## config.mk

```make
export PLATFORM = sky130hd
export DESIGN_NAME = uart_tx_arbiter
export DESIGN_NICKNAME = d
export VERILOG_FILES = /design/src/rtl/uart_tx_arbiter.sv
export SDC_FILE = /design/constraint.sdc
export NUM_CORES = 1
export LEC_CHECK = 0
export CAP_MARGIN = 0
export CORE_MARGIN = 3
export CORE_UTILIZATION = 43
export CTS_CLUSTER_SIZE = 40
export DETAILED_ROUTE_END_ITERATION = 8
export PLACE_DENSITY = 0.82
export SLEW_MARGIN = 30
export SYNTH_ARGS = -nofsm -noshare
export SYNTH_HDL_FRONTEND = slang
export SYNTH_SLANG_ARGS = --single-unit
```

## constraint.sdc

```tcl
create_clock -name clk -period 1.9 [get_ports clk]
set_clock_uncertainty 0.15 [all_clocks]
set_input_delay 0.38 -clock clk [delete_from_list [all_inputs] [get_ports clk]]
set_output_delay 0.38 -clock clk [all_outputs]
set_load 0.005 [all_outputs]
```

## src/rtl/uart_tx_arbiter.sv

```systemverilog
// Round-robin, message-locked arbiter that funnels N byte streams into one wb_uart_tx port.
// A single holding register feeds the strobe, and a credit check keeps the downstream queue from overflowing.
module uart_tx_arbiter #(
  parameter int N       = 2,
  parameter int BUFFER  = 32,
  parameter int TIMEOUT = 1024
) (
  input  logic                      clk,
  input  logic                      rst,
  input  logic [N-1:0]              req_vld,
  input  logic [8*N-1:0]            req_dat,
  input  logic [N-1:0]              req_last,
  output logic [N-1:0]              req_rdy,
  output logic                      stb_o,
  output logic                      we_o,
  output logic [7:0]                dat_o,
  input  logic                      ack_i,
  input  logic [$clog2(BUFFER):0]   size_i,
  output logic                      busy,
  output logic [$clog2(N)-1:0]      owner
);

  localparam int OW = $clog2(N);
  localparam int CW = $clog2(BUFFER) + 2;
  localparam int TW = (TIMEOUT > 1) ? $clog2(TIMEOUT) : 1;
  localparam logic [TW-1:0] TO_LAST = TW'((TIMEOUT > 0) ? TIMEOUT - 1 : 0);

  typedef enum logic [1:0] {IDLE, LOCK, DRAIN} state_t;

  state_t          state;
  logic [OW-1:0]   rr_ptr;
  logic            hold_vld;
  logic [7:0]      hold_dat;
  logic            push_q;
  logic [TW-1:0]   idle_cnt;

  logic            credit_ok;
  logic            accept;
  logic            own_vld;
  logic            own_last;
  logic [7:0]      own_dat;
  logic            take;
  logic            timeout_hit;
  logic [OW-1:0]   grant;

  // First requester with req_vld, scanning upward from the round-robin pointer.
  function automatic logic [OW-1:0] rr_pick(input logic [N-1:0] v, input logic [OW-1:0] p);
    logic [OW-1:0] g;
    logic          found;
    int            j;
    g     = p;
    found = 1'b0;
    for (int k = 0; k < N; k++) begin
      j = int'(p) + k;
      if (j >= N) j -= N;
      if (!found && v[j]) begin
        g     = OW'(j);
        found = 1'b1;
      end
    end
    return g;
  endfunction

  function automatic logic [OW-1:0] rr_next(input logic [OW-1:0] p);
    return (p == OW'(N - 1)) ? '0 : p + 1'b1;
  endfunction

  // size_i lags a write by one cycle, so the byte pushed last cycle is counted explicitly.
  assign credit_ok = (CW'(size_i) + CW'(push_q)) < CW'(BUFFER);
  assign stb_o     = hold_vld & credit_ok;
  assign we_o      = stb_o;
  assign dat_o     = hold_dat;
  assign accept    = stb_o & ack_i;
  assign busy      = (state != IDLE) | hold_vld;

  assign own_vld     = req_vld[owner];
  assign own_last    = req_last[owner];
  assign own_dat     = req_dat[int'(owner)*8 +: 8];
  assign take        = (state == LOCK) & own_vld & (~hold_vld | accept);
  assign timeout_hit = (TIMEOUT != 0) && (state == LOCK) && !own_vld && (idle_cnt == TO_LAST);
  assign grant       = rr_pick(req_vld, rr_ptr);

  // NOTE: every output of this always_comb gets a default before any branch, so no latch is inferred.
  always_comb begin
    req_rdy = '0;
    if (state == LOCK) req_rdy[owner] = ~hold_vld | accept;
  end

  // NOTE: state is updated with non-blocking assignments only, so every branch reads pre-edge values.
  always_ff @(posedge clk) begin
    if (rst) begin
      state    <= IDLE;
      rr_ptr   <= '0;
      owner    <= '0;
      hold_vld <= 1'b0;
      hold_dat <= '0;
      push_q   <= 1'b0;
      idle_cnt <= '0;
    end else begin
      push_q <= accept;

      // A refill in the same cycle as an accept keeps the register full with the new byte.
      if (take) begin
        hold_vld <= 1'b1;
        hold_dat <= own_dat;
      end else if (accept) begin
        hold_vld <= 1'b0;
      end

      case (state)
        IDLE: begin
          idle_cnt <= '0;
          if (|req_vld) begin
            owner  <= grant;
            rr_ptr <= rr_next(grant);
            state  <= LOCK;
          end
        end
        LOCK: begin
          if (own_vld)                  idle_cnt <= '0;
          else if (idle_cnt != TO_LAST) idle_cnt <= idle_cnt + 1'b1;
          if ((take && own_last) || timeout_hit) state <= DRAIN;
        end
        DRAIN: begin
          if (!hold_vld || accept) state <= IDLE;
        end
        default: state <= IDLE;
      endcase
    end
  end

endmodule

```

==> flow_metrics.py <==
metrics = {
    "critical_path": {
        "crit_type": "flip-flop to output pin",
        "slowest_stage": "dfxtp_1",
        "crit_arrival_ps": 1370,
        "cp-start-kind": "flip-flop",
        "path_delay_family": "flip-flops",
        "crit_chain": "nand4_1 > buf_4 > o211ai_1 > nor3_1 > buf_2",
        "critPathMaxStageDelay_ps": 340,
        "cp-end-kind": "output pin",
        "critical_path_buf_inv_count": 2,
        "crit_fanout": 2,
        "worstPathRequired_ps": 1370,
    },
    "floorplanning": {
        "ios": 43,
        "die_x_um": 61.0,
        "core_um2": 2830,
        "die_h_um": 61.0,
        "start_util_pct": 46.0,
        "placementRows": 19,
        "die_area_um2": 3720,
    },
    "logic_synthesis": {
        "synth_compound_area_share_pct": 24.3,
        "synthXorXnorAreaFrac_pct": 0,
        "synth_edf_count": 0,
        "synth_top_family_by_area": "compound AO/OA/AOI/OAI gates",
        "syn_nets": 181,
        "synthMuxAreaShare_pct": 8.08,
        "async_reset_ff_share_pct": 0,
        "synth_cells": 151,
        "ys.flop_type": "dfxtp_1",
        "netlist_area_um2": 1300,
        "yosysSeqAreaShare_pct": 37.0,
        "ys_types": 34,
        "ys_warn_count": 0,
        "synth_fa_ha_area_share_pct": 0.962,
        "synth.avg_cell_area_um2": 8.61,
        "ys_ff_latch": 24,
        "yosys.area_share.simple_pct": 23.1,
    },
    "finish": {
        "fin_util_pct": 67.7,
        "stdcell_area_um2": 1910,
        "final_cell_mix": "clkdlybuf4s50_1 (29), dfxtp_1 (20), buf_4 (19), a21oi_1 (16), nand2_1 (10)",
        "syn_to_final_growth_pct": 47.3,
        "final_nets": 237,
        "diodes": 0,
        "drive_gt1_share_pct": 19.9,
        "mostFrequentLayoutCell": "clkdlybuf4s50_1",
        "fillerInstances": 210,
    },
    "timing": {
        "fin_crit_sh_pct": 99.8,
        "rsz0062_at_grt": "yes",
        "worst_slew_pin_slew_ps": 385,
        "setup_viol": 0,
        "hold_violations": 0,
        "worst_slack_ps": 3.53,
        "min_period_ps": 1900,
        "max_freq_mhz": 527,
        "relSlewSlack_pct": 74.2,
        "drv_slew": 0,
    },
    "clocking": {
        "clk_pin_slew_ps": 140,
        "cts_tree": "yes",
        "clock_latency_ps": 310,
        "cts_buffers": 3,
        "clk_path_buf_depth": 2,
        "clock-root-buffer": "clkbuf_4",
        "postCtsHoldBufs": 0,
        "cts.sinks": 24,
        "htree_levels": 1,
    },
    "place": {
        "dp_slack_ps": -537,
        "dp_hpwl_um": 2660,
        "place_area_um2": 1820,
        "port_buffers": 42,
        "gp_congestion": 0.790,
    },
    "global_route": {
        "overflow": 0,
        "grt_pass1_wl_um": 5820,
        "grt_max_degree": 17,
        "antenna_found_initial": 0,
        "grt_pass1_vias": 1295,
        "track_usage_pct": 20.4,
    },
    "power": {
        "peakVddDrop_mv": 0.399,
        "cellLeakagePower_uw": 0.000737,
        "power_uw": 1360,
        "p_per_area_nw_per_um2": 709,
    },
    "min_path": {
        "min_path_type": "input pin to flip-flop",
    },
    "routing": {
        "drt_wl_total_um": 3570,
        "vias": 1381,
        "route.detailed.drc": 0,
        "drt_iter0_drc": 76,
        "drt.antenna.violating_nets": 0,
        "drt-pass1-iter-count": 4,
        "routedWlPerCell_um": 15.0,
        "viasPerCell": 5.83,
    },
    "run_status": {
        "status": "complete, no violations",
    },
    "run": {
        "cap_violations": 0,
    },
}
metrics by stage:
stage,cells,setup TNS [ps],hold WS (ps)
4_1_cts,235,-6.08,271
2_1_floorplan,151,0,290
5_1_grt,237,-93.7,280
6_report,237,0,285
3_5_place_dp,231,-4930,356
3_3_place_gp,231,-3930,301
cells in the mapped netlist, types with 3 or more instances:
library cell	n	share of area, %
nand2b_1	4	1.9
a21oi_1	16	6.2
o21ai_0	4	1.5
buf_6	3	2.6
clkbuf_1	3	0.87
inv_1	3	0.87
o21ai_1	5	1.9
or3_1	8	3.9
nor2_1	8	2.3
a31oi_1	4	1.9
nor3_1	3	1.2
nand4_1	3	1.4
dfxtp_1	24	37
buf_2	3	1.2
nand2_1	10	2.9
nor4_1	3	1.4
nand3_1	7	2.7
mux2i_1	9	6.9
a311oi_1	9	6.1
layer usage:
layer | global-route usage [%] | part of all wire (%) | up-vias
met5 | 0 | 0 | -
met4 | 5.57 | 2.3 | 0
met3 | 3.62 | 5.1 | 8
met2 | 36.0 | 52 | 42
met1 | 25.4 | 40 | 644
li1 | - | - | 687
area by class of cell:
| cell class | instances | area [um2] | share of cell area (%) |
|---|---|---|---|
| tap | 31 | 38.8 | 2.03 |
| sequential | 24 | 490 | 25.6 |
| clock inverter | 1 | 30.0 | 1.57 |
| timing repair buffer | 62 | 547 | 28.6 |
| clock buffer | 3 | 22.5 | 1.18 |
| inverter | 3 | 11.3 | 0.588 |
| multi-input combinational | 113 | 774 | 40.5 |
final timing paths:
kind | slack, ps | from | to | cells after the start
worst max-delay path | 4 | push_q$_SDFF_PP0_ | req_rdy[0] | 5
worst min-delay path | 280 | ack_i | push_q$_SDFF_PP0_ | 2
worst max register to register | 130 | idle_cnt[0]$_SDFFE_PP0P_ | idle_cnt[4]$_SDFFE_PP0P_ | 6
worst min register to register | 370 | idle_cnt[0]$_SDFFE_PP0P_ | idle_cnt[0]$_SDFFE_PP0P_ | 2
report_power, final:
| group | switching, uW | total, uW | internal, uW |
|---|---|---|---|
| Clock | 158 | 371 | 213 |
| Combinational | 183 | 414 | 231 |
| Sequential | 29.9 | 573 | 543 |
| Total | 371 | 1360 | 987 |
what timing repair did:
item                                    in CTS  in global routing
pin swaps                                    6                  5
resized for setup                           30                 10
setup buffers                                0                  2
endpoints found under the setup margin       6                 10
registers in the layout, indices dropped and copies added, names as in the netlist:
signal and count:
push_q 1, dat_o 8, rr_ptr 1, state 2, idle_cnt 10, owner 1
hold_vld 1
logic make-up (layout without fill, tap and decap cells):
family                     count (synthesis)  in the layout
and+or+nand+nor                           56             56
AOI/OAI and AO/OA                         46             46
DFF                                       24             24
buffers and inverters                     14             69
muxes                                     10             10
adders and majority gates                  1              1
Note: power is estimated with default switching activity, not from simulation.
